==> src/rtl/bit_serializer.sv <==
// bit_serializer: parallel-to-serial converter feeding the deserializer stage.
// A legal request loads a W-bit word and a bit count; the top N bits are then
// shifted out MSB-first, one per clock, each qualified by ser_data_val_o.
//
// state | meaning
// ------+------------------------------------------------------------
// IDLE  | no word in flight; shift register and counter held at zero
// SEND  | shifting; counter holds the number of bits still to present
module bit_serializer #(
    parameter int W     = 16,
    parameter int MOD_W = $clog2(W + 1)
) (
    input  logic             clk_i,
    input  logic             srst_i,
    input  logic [W-1:0]     data_i,
    input  logic [MOD_W-1:0] data_mod_i,
    input  logic             data_val_i,
    output logic             ser_data_o,
    output logic             ser_data_val_o,
    output logic             busy_o
);

    typedef enum logic [0:0] {
        IDLE = 1'b0,
        SEND = 1'b1
    } state_t;

    localparam logic [MOD_W-1:0] MOD_MIN  = MOD_W'(3);
    localparam logic [MOD_W-1:0] MOD_FULL = MOD_W'(W);
    localparam logic [MOD_W-1:0] CNT_ONE  = MOD_W'(1);

    state_t           state_q;
    logic [W-1:0]     shift_q;
    logic [MOD_W-1:0] cnt_q;

    logic             mod_legal;
    logic [MOD_W-1:0] len_d;

    // Decode the requested length; 1, 2 and anything above W are rejected.
    always_comb begin
        mod_legal = 1'b0;
        len_d     = '0;
        if (data_mod_i == '0) begin
            mod_legal = 1'b1;
            len_d     = MOD_FULL;
        end else if ((data_mod_i >= MOD_MIN) && (data_mod_i <= MOD_FULL)) begin
            mod_legal = 1'b1;
            len_d     = data_mod_i;
        end
    end

    // Sequencer: accept a word in IDLE, shift it out MSB-first in SEND.
    // The counter counts the bit currently on the output, so leaving SEND
    // on count 1 yields exactly N valid cycles.
    always_ff @(posedge clk_i or posedge srst_i) begin
        if (srst_i) begin
            state_q <= IDLE;
            shift_q <= '0;
            cnt_q   <= '0;
        end else begin
            case (state_q)
                IDLE: begin
                    if (data_val_i && mod_legal) begin
                        state_q <= SEND;
                        shift_q <= data_i;
                        cnt_q   <= len_d;
                    end
                end
                SEND: begin
                    if (cnt_q == CNT_ONE) begin
                        state_q <= IDLE;
                        shift_q <= '0;
                        cnt_q   <= '0;
                    end else begin
                        shift_q <= {shift_q[W-2:0], 1'b0};
                        cnt_q   <= cnt_q - CNT_ONE;
                    end
                end
                default: begin
                    state_q <= IDLE;
                    shift_q <= '0;
                    cnt_q   <= '0;
                end
            endcase
        end
    end

    // Outputs come straight from registers; shift_q is zero whenever IDLE,
    // so the data line rests low between words.
    always_comb begin
        ser_data_o     = shift_q[W-1];
        ser_data_val_o = (state_q == SEND);
        busy_o         = (state_q == SEND);
    end

endmodule

==> config.mk <==
export PLATFORM = sky130hd
export DESIGN_NAME = bit_serializer
export DESIGN_NICKNAME = d
export VERILOG_FILES = /design/src/rtl/bit_serializer.sv
export SDC_FILE = /design/constraint.sdc
export NUM_CORES = 1
export LEC_CHECK = 0
export ABC_CLOCK_PERIOD_IN_PS = 2500
export CORE_MARGIN = 1
export CORE_UTILIZATION = 65
export CTS_CLUSTER_DIAMETER = 150
export DETAILED_ROUTE_END_ITERATION = 8
export DONT_BUFFER_PORTS = 1
export PLACE_DENSITY = 0.91
export SYNTH_ARGS = -nofsm -noshare
export SYNTH_HDL_FRONTEND = slang
export SYNTH_SLANG_ARGS = --single-unit
==> constraint.sdc <==
create_clock -name clk_i -period 2.5 [get_ports clk_i]
set_input_delay 0 -clock clk_i [delete_from_list [all_inputs] [get_ports clk_i]]
set_output_delay 0 -clock clk_i [all_outputs]
set_load 0.02 [all_outputs]
==> key figures <==
CTS
  – Clk pin slew, worst setup/hold paths: 0.12 ns
  – Gates resized, CTS repair: 0
  – CTS Buffer Depth: 2
  – Clk sinks: 22
  – Clk root buf: clkbuf_4
  – Hold_buf cts: 21
  – H-tree depth: 1
  – CTS buffer count: 3
  – CTS tree: built
  – Setup Buffers After CTS: 0
  – Worst-skew pair later-pin latency: 0.30 ns

Global routing
  – Global-route wire length before repair: 4471 um
  – Vias in the first global route: 1023
  – GRT Util Overall: 30.66%
  – Largest net degree at the start of global routing: 23
  – Initial antenna violation count: 0
  – GRT overflow: 0

Routing
  – DR DRC count: 0
  – DRT Wirelength: 2774 um
  – Initial DRT Pass Iterations: 4
  – Vias per cell: 6.168
  – Post-route ant nets: 0
  – Initial DRC count: 37
  – Wirelength per Cell: 16.03 um
  – DR vias: 1067

Setup path
  – Critical-path cell list: inv_1 -> ha_1 -> or3b_1 -> o21a_1 -> or2_2
  – Largest delay contributor family on the critical path: simple AND/OR/NAND/NOR gates
  – Startpoint types: flop
  – Crit path max-delay cell type: dfrtp_1
  – WP buf/inv: 1
  – Crit path max fanout: 18
  – Crit path required time: 2.70 ns
  – R2R depth: 5
  – Worst path depth: 5
  – Worst Path Arrival: 2.17 ns
  – CP Capture Type: flop
  – CP max stage delay: 0.43 ns
  – Setup CP Type: flop to flop

Finish
  – Share of cells above drive strength 1: 10.81%
  – Most frequent cells in the layout: 22 x dfrtp_1, 21 x dlygate4sd3_1, 19 x nand2_1
  – Final net count: 176
  – # diodes: 0
  – Area growth, synth to finish: 18.04%
  – Most common cell after layout, fill and taps aside: dfrtp_1

Placed design
  – I/O Buffers: 0
  – Final Wtd Congestion: 0.8575
  – Final HPWL DP: 1735 um

Synthesis
  – Post-synthesis sequential area ratio: 46.41%
  – Synthesized area: 1186 um^2
  – Yosys warning count: 0
  – Synth cell types: 32
  – Mean Syn Cell Area: 9.054 um^2
  – Post-Syn Instances: 131
  – Post-Syn Nets: 157
  – #FFs+latches synth: 22

Timing
  – Final Hold Viols: 0
  – Worst slew pin tran: 0.8160 ns
  – Finish-stage setup viols: 0
  – Clk_skew: 0.002942 ns
  – Crit path time final: 1.967 ns
  – Fmax: 508.4 MHz
  – Setup TNS Final: 0 ns
  – Period utilization: 78.68%
  – Max-slew headroom: 45.54%
  – Final Slew Violations: 0
  – RSZ-0062 raised after global routing: false

Pwr
  – Leakage power total: 0.0005970 uW
  – Worst IR drop on VDD: 0.8211 mV
  – Pwr Density: 1082 nW/um^2
  – Final Power: 1515 uW

Floorplanning
  – Number of top-level pins: 27
  – Die ar.: 1999 um^2
  – Initial Utilization: 68.70%
  – Row cnt: 15
  – Die X: 44.72 um
  – Core Region: 1727 um^2
  – DIE HEIGHT: 44.72 um

Min path
  – Min-delay worst type: input pin to flop
  – WHS Path Cells: 3

Run status
  – Outcome: completed

Job
  – Max cap viols: 0
## final timing paths
path	from	to	slack, ns
min reg2reg	shift_q[14]	shift_q[15]	0.53
max	cnt_q[1]	busy_o	0.53
max in group asynchronous	srst_i	shift_q[1]	1.71
max reg2reg	cnt_q[1]	busy_o	0.53
min in group asynchronous	srst_i	shift_q[11]	0.29
min	data_mod_i[1]	cnt_q[4]	0.009
## cells in the mapped netlist
| library cell | instances | area [um^2] |
|---|---|---|
| a22oi_4 | 1 | 21.27 |
| or3b_1 | 1 | 8.760 |
| a31oi_1 | 1 | 6.260 |
| o311a_2 | 1 | 11.26 |
| o311ai_0 | 1 | 8.760 |
| o21ai_0 | 18 | 90.09 |
| o31ai_1 | 1 | 7.510 |
| buf_1 | 1 | 3.750 |
| a211o_1 | 2 | 17.52 |
| inv_1 | 4 | 15.01 |
| ha_1 | 2 | 25.02 |
| a31oi_2 | 1 | 12.51 |
| a221o_1 | 1 | 10.01 |
| nor2b_1 | 1 | 6.260 |
| buf_2 | 4 | 20.02 |
| nand2_1 | 19 | 71.32 |
| nor2_1 | 15 | 56.30 |
| a32oi_1 | 1 | 8.760 |
| a211oi_1 | 1 | 7.510 |
| buf_8 | 1 | 15.01 |
| o21a_1 | 1 | 7.510 |
| mux2i_1 | 1 | 10.01 |
| nand3b_1 | 1 | 7.510 |
| a21boi_2 | 1 | 11.26 |
| nor4_4 | 1 | 21.27 |
| a21oi_1 | 16 | 80.08 |
| nor2_2 | 6 | 37.54 |
| dfrtp_1 | 22 | 550.5 |
| buf_6 | 1 | 11.26 |
| buf_4 | 1 | 7.510 |
| or2_2 | 1 | 6.260 |
| nor4_1 | 2 | 12.51 |
## worst min-delay path, delay by kind of cell
kind             cells  cell delay (ns)
AND/OR/NAND/NOR      1             0.03
AO/OA/AOI/OAI        2             0.25
## power by group
| part | internal (uW) | total [uW] | leakage, uW | switching (uW) |
|---|---|---|---|---|
| sequential | 530 | 722 | 0.000268 | 192 |
| clock | 56.2 | 159 | 0.0000138 | 103 |
| combinational | 257 | 634 | 0.000315 | 378 |
## layout make-up
type | instances | area (um^2)
Timing Repair Buffer | 22 | 217.7
Inverter | 4 | 15.01
Fill cell | 125 | 326.6
Sequential cell | 22 | 550.5
Tap cell | 25 | 31.28
Clock buffer | 3 | 22.52
Multi-Input combinational cell | 97 | 563.0
## metal layers
layer  share of wire [%]  GRT usage [%]  vias up
met5                   0              0        -
met4                 2.5          12.12        0
met3                 5.8          4.800       10
met2                  51          53.82       56
met1                  41          37.80      510
li1                    -              -      491
## cells by family (layout without fill, tap and decap cells)
group	after synthesis	count (layout)	share of synthesized area [%]
muxes	1	1	0.8439
buffers and inverters	12	29	6.117
DFF	22	22	46.41
and+or+nand+nor	47	47	19.20
AOI/OAI and AO/OA	47	47	25.32
adders and majority gates	2	2	2.109
## metrics by stage
stage / util (%) / cell area [um^2] / std cells / hold WS, ns / worst slack [ns]
final: 81.09 / 1400 / 173 / 0.008668 / 0.5331
after global routing: 81.09 / 1400 / 173 / 0.002893 / 0.4355
after CTS: 81.09 / 1400 / 173 / 0.01252 / 0.5528
after detailed placement: 67.61 / 1167 / 149 / 0.09732 / 0.5630
after global placement: 67.61 / 1167 / 149 / 0.07622 / 0.6618
after floorplan: - / 1186 / 131 / -0.01077 / 0.8312
## state kept, by name, indices dropped and copies added (netlist names)
signal,cells
cnt_q,5
busy_o,1
shift_q,16
No activity file was read; power rests on OpenSTA's default activity.
